<file path="src/rtl/unsign_and_sign_adder_pkg.sv">
// Shared defaults and width-extension helpers for the three-operand signed/unsigned adder.
// The helpers work on a 64-bit container so any IN_W/OUT_W pair up to 64 bits can use them.
package unsign_and_sign_adder_pkg;

    localparam int unsigned IN_W_DEF  = 8;
    localparam int unsigned OUT_W_DEF = 16;
    localparam int unsigned EXT_W     = 64;

    typedef logic [EXT_W-1:0] ext_t;

    // Replicates bit (w-1) of val into every bit above it.
    function automatic ext_t sign_ext(input ext_t val, input int unsigned w);
        ext_t shifted;
        shifted = val << (EXT_W - w);
        return ext_t'($signed(shifted) >>> (EXT_W - w));
    endfunction

    // Clears every bit at position w and above.
    function automatic ext_t zero_ext(input ext_t val, input int unsigned w);
        ext_t mask;
        mask = {EXT_W{1'b1}} >> (EXT_W - w);
        return val & mask;
    endfunction

endpackage

</file>
<file path="src/rtl/unsign_and_sign_adder_add3_ext.sv">
// Extends three IN_W operands to OUT_W (zero- or sign-extension chosen by SIGNED)
// and adds them combinationally.
module add3_ext
    import unsign_and_sign_adder_pkg::*;
#(
    parameter int unsigned IN_W   = IN_W_DEF,
    parameter int unsigned OUT_W  = OUT_W_DEF,
    parameter bit          SIGNED = 1'b0
) (
    input  logic [IN_W-1:0]  a,
    input  logic [IN_W-1:0]  b,
    input  logic [IN_W-1:0]  c,
    output logic [OUT_W-1:0] sum
);

    // Two guard bits keep the three-term sum exact in either interpretation.
    if (OUT_W < IN_W + 2) begin : g_width_err
        $error("add3_ext: OUT_W must be at least IN_W+2");
    end
    if (OUT_W > EXT_W) begin : g_ext_err
        $error("add3_ext: OUT_W exceeds the extension container width");
    end

    logic [OUT_W-1:0] a_ext;
    logic [OUT_W-1:0] b_ext;
    logic [OUT_W-1:0] c_ext;

    if (SIGNED) begin : g_sign
        assign a_ext = OUT_W'(sign_ext(ext_t'(a), IN_W));
        assign b_ext = OUT_W'(sign_ext(ext_t'(b), IN_W));
        assign c_ext = OUT_W'(sign_ext(ext_t'(c), IN_W));
    end else begin : g_zero
        assign a_ext = OUT_W'(zero_ext(ext_t'(a), IN_W));
        assign b_ext = OUT_W'(zero_ext(ext_t'(b), IN_W));
        assign c_ext = OUT_W'(zero_ext(ext_t'(c), IN_W));
    end

    assign sum = a_ext + b_ext + c_ext;

endmodule

</file>
<file path="src/rtl/unsign_and_sign_adder.sv">
// Registered three-operand adder producing both the unsigned and the two's-complement
// sum of the same operands, one cycle after they are sampled.
module unsign_and_sign_adder
    import unsign_and_sign_adder_pkg::*;
#(
    parameter int unsigned IN_W  = IN_W_DEF,
    parameter int unsigned OUT_W = OUT_W_DEF
) (
    input  logic             clk,
    input  logic             rst,
    input  logic [IN_W-1:0]  a,
    input  logic [IN_W-1:0]  b,
    input  logic [IN_W-1:0]  c,
    output logic [OUT_W-1:0] k_usgn,
    output logic [OUT_W-1:0] k_sgn
);

    logic [OUT_W-1:0] sum_usgn;
    logic [OUT_W-1:0] sum_sgn;

    add3_ext #(
        .IN_W   (IN_W),
        .OUT_W  (OUT_W),
        .SIGNED (1'b0)
    ) u_add_usgn (
        .a   (a),
        .b   (b),
        .c   (c),
        .sum (sum_usgn)
    );

    add3_ext #(
        .IN_W   (IN_W),
        .OUT_W  (OUT_W),
        .SIGNED (1'b1)
    ) u_add_sgn (
        .a   (a),
        .b   (b),
        .c   (c),
        .sum (sum_sgn)
    );

    // NOTE: non-blocking assignments so both registers sample the same pre-edge values.
    always_ff @(posedge clk or posedge rst) begin
        if (rst) begin
            k_usgn <= '0;
            k_sgn  <= '0;
        end else begin
            k_usgn <= sum_usgn;
            k_sgn  <= sum_sgn;
        end
    end

endmodule

</file>
<file path="config.mk">
export PLATFORM = sky130hd
export DESIGN_NAME = unsign_and_sign_adder
export DESIGN_NICKNAME = d
export VERILOG_FILES = /design/src/rtl/unsign_and_sign_adder_pkg.sv /design/src/rtl/unsign_and_sign_adder_add3_ext.sv /design/src/rtl/unsign_and_sign_adder.sv
export SDC_FILE = /design/constraint.sdc
export NUM_CORES = 1
export LEC_CHECK = 0
export CAP_MARGIN = 20
export CELL_PAD_IN_SITES_DETAIL_PLACEMENT = 1
export CELL_PAD_IN_SITES_GLOBAL_PLACEMENT = 1
export CORE_ASPECT_RATIO = 1.1
export CORE_MARGIN = 10
export CORE_UTILIZATION = 29
export DETAILED_ROUTE_END_ITERATION = 12
export GPL_TIMING_DRIVEN = 0
export PLACE_DENSITY = 0.87
export SYNTH_ARGS = -nofsm -noshare
export SYNTH_HDL_FRONTEND = slang
export SYNTH_SLANG_ARGS = --single-unit
</file>
<file path="constraint.sdc">
create_clock -name clk -period 1.9 [get_ports clk]
set_input_delay 0.38 -clock clk [delete_from_list [all_inputs] [get_ports clk]]
set_output_delay 0.38 -clock clk [all_outputs]
set_load 0.02 [all_outputs]
</file>
==> out/results.ini <==
[clock_network]
htree_levels=1
cts-root-buf=clkbuf_4
clock_path_buffers=2
cts_tree=done
numCtsBuffers=3
clock-sinks=12
path_clk_slew_ns=0.07

[synthesis]
netlist_area_um2=950.9
synth_seq_cells=12
synth_mux_area_share_pct=0
syn_area_per_cell_um2=11.06
synth.cells.most_frequent=buf_4, dfrtp_1, fa_1, inv_1, ha_1
synth_xor_area_share_pct=6.447
synth-compound-area-share_pct=9.342
synthTopCellsByArea=dfrtp_1, fa_1, buf_4
synth_top_family_by_area=adder cells
ys_warn_count=0
synth_top_area_share_pct=31.58
yosysSeqAreaShare_pct=31.58
synth_flop_cell=dfrtp_1
async_flop_share_pct=100.0
yosysMostFrequentCell=buf_4
synth_top_area_cell=dfrtp_1
synth_fa_ha_area_share_pct=29.47
synth-simple-area-share_pct=3.421
syn_inst=86
synth-edff-count=0
ys_types=22

[drt]
dr.first_iter.drc_count=11
drtAntennaViolNets=0
drc_errors=0
dr.pass1.iters=2
route.vias.total=842
via_per_inst=4.455
drt_wl_total_um=2847
wl_per_cell_um=15.06

[global_route]
met1_usage_pct=9.078
grt_use_met3_pct=4.059
grt_use_met2_pct=17.66
first_global_vias=955
grt_pass1_wl_um=4540
grt_usage_pct=9.920
antenna_found_initial=0
grt-ovfl-total=0
busiest_layer=met2
grt_max_degree=13

[finish]
seqCellArea_um2=300.3
diodes=0
syn2layout_area_growth_pct=81.45
fill_cells=343
fin_cells=189
nets=200
multiInputGateArea_um2=639.4
drive_gt1_share_pct=45.16

[timing]
slew_viol_final=0
fin_ws_ns=-0.09240
hold_viol=0
fin_crit_sh_pct=104.9
setup_viol=5
period_needed_ns=1.992
fmax_mhz=501.9
rsz0062_at_grt=true

[die]
std_cell_rows=21
coreArea_um2=3100
dieArea_um2=5972
initial_core_util_pct=30.67
die_w_um=74.60
io_pins=58
fp.dieH_um=80.06

[status]
violations=setup timing
status=finished with violations

[run]
cap_viol_max_count=0

[critical_path]
path_max_fanout=3
worstSetupPathType=in -> reg
critPathRequiredTime_ns=2.11
worstSetupEndpointType=flop
crit_path_start_kind=primary input
arrival_ns=2.20

[pwr]
powerDensity_nw_per_um2=1108
leakagePower_uw=0.0008037
ir_worst_vdd_v=0.0002877

[place]
place_inst=176
pre_cts_ws_ns=-0.7419
io_buffers=51
dpl.hpwl_um=2384
gp_congestion=0.6621

[min_path]
hp-class=in -> async

[stage by stage]
step | hold slack (ns) | TNS [ns] | instance area (um^2) | utilization [%] | power (uW)
final | 0.3927 | -0.3445 | 1725 | 55.65 | 1912
after CTS | 0.4073 | -0.3860 | 1704 | 54.96 | 1889
after global placement | 0.6933 | -5.160 | 1560 | 50.32 | 1574
after global routing | 0.4296 | -0.7297 | 1725 | 55.65 | 2048
after floorplan | 0.2447 | -0.6860 | 1007 | - | 1076
after detailed placement | 0.7015 | -5.572 | 1560 | 50.32 | 1626
[critical path, cell delays in order]
cell      delay (ns)
buf_6           0.09
fa_1            0.51
ha_4            0.20
fa_2            0.39
a21oi_4         0.17
o21ai_2         0.07
o211ai_1        0.22
a22o_1          0.16
[state kept, by name, summed over array words and instances (netlist names)]
register / count
k_sgn: 10
k_usgn: 2
[layer usage]
layer  up-vias  wire, um
li1        389         -
met1       405       957
met2        44      1470
met3         4       346
met4         0        72
met5         -         0
[layout by cell type (no fill, tap or decap), types with 5 or more instances in the layout]
cell type / netlist / routed
buf_4: 20 / 29
buf_6: 0 / 5
fa_1: 9 / 6
dfrtp_1: 12 / 12
buf_2: 0 / 6
conb_1: 1 / 6
clkdlybuf4s50_1: 0 / 30
dlygate4sd2_1: 0 / 6
inv_1: 9 / 7
ha_4: 0 / 6
[cells by family after synthesis]
logic type	Yosys count
buffers and inverters	29
adders and majority gates	17
AOI/OAI and AO/OA	13
DFF	12
xor gates and xnor gates	7
and+or+nand+nor	7
other	1
[timing repair]
item | CTS | global route
gates resized for setup | 74 | 11
setup buffers | 8 | 2
pin swaps | 27 | 15
endpoints found under the setup margin | 9 | 13
hold buffers | 0 | 0
[worst max-delay path by stage]
| stage | cells after the start | slack (ns) | from | end |
|---|---|---|---|---|
| after CTS | 8 | -0.10 | c[1] | k_sgn[14] |
| after global placement | 8 | -0.71 | a[1] | k_usgn[9] |
| after detailed placement | 8 | -0.74 | a[1] | k_usgn[9] |
| after floorplan | 7 | -0.15 | a[1] | k_usgn[9] |
| final | 8 | -0.09 | c[1] | k_sgn[14] |
| after global routing | 8 | -0.16 | c[1] | k_usgn[9] |
[cell type report]
cell class	count	share of cell area, %
inverters	9	1.958
plain buffers	20	8.702
flip-flops and latches	12	17.40
clock buffers	3	1.305
multi-input cells	50	37.06
repair buffers	61	31.11
well taps	34	2.466
[report_power, final]
part	switching, uW	internal [uW]	total (uW)	leakage, uW
combinational	622	739	1360	0.000648
sequential	54.0	349	403	0.000142
clock	74.6	73.3	148	0.0000138
Power figures use the tool's default switching activity.
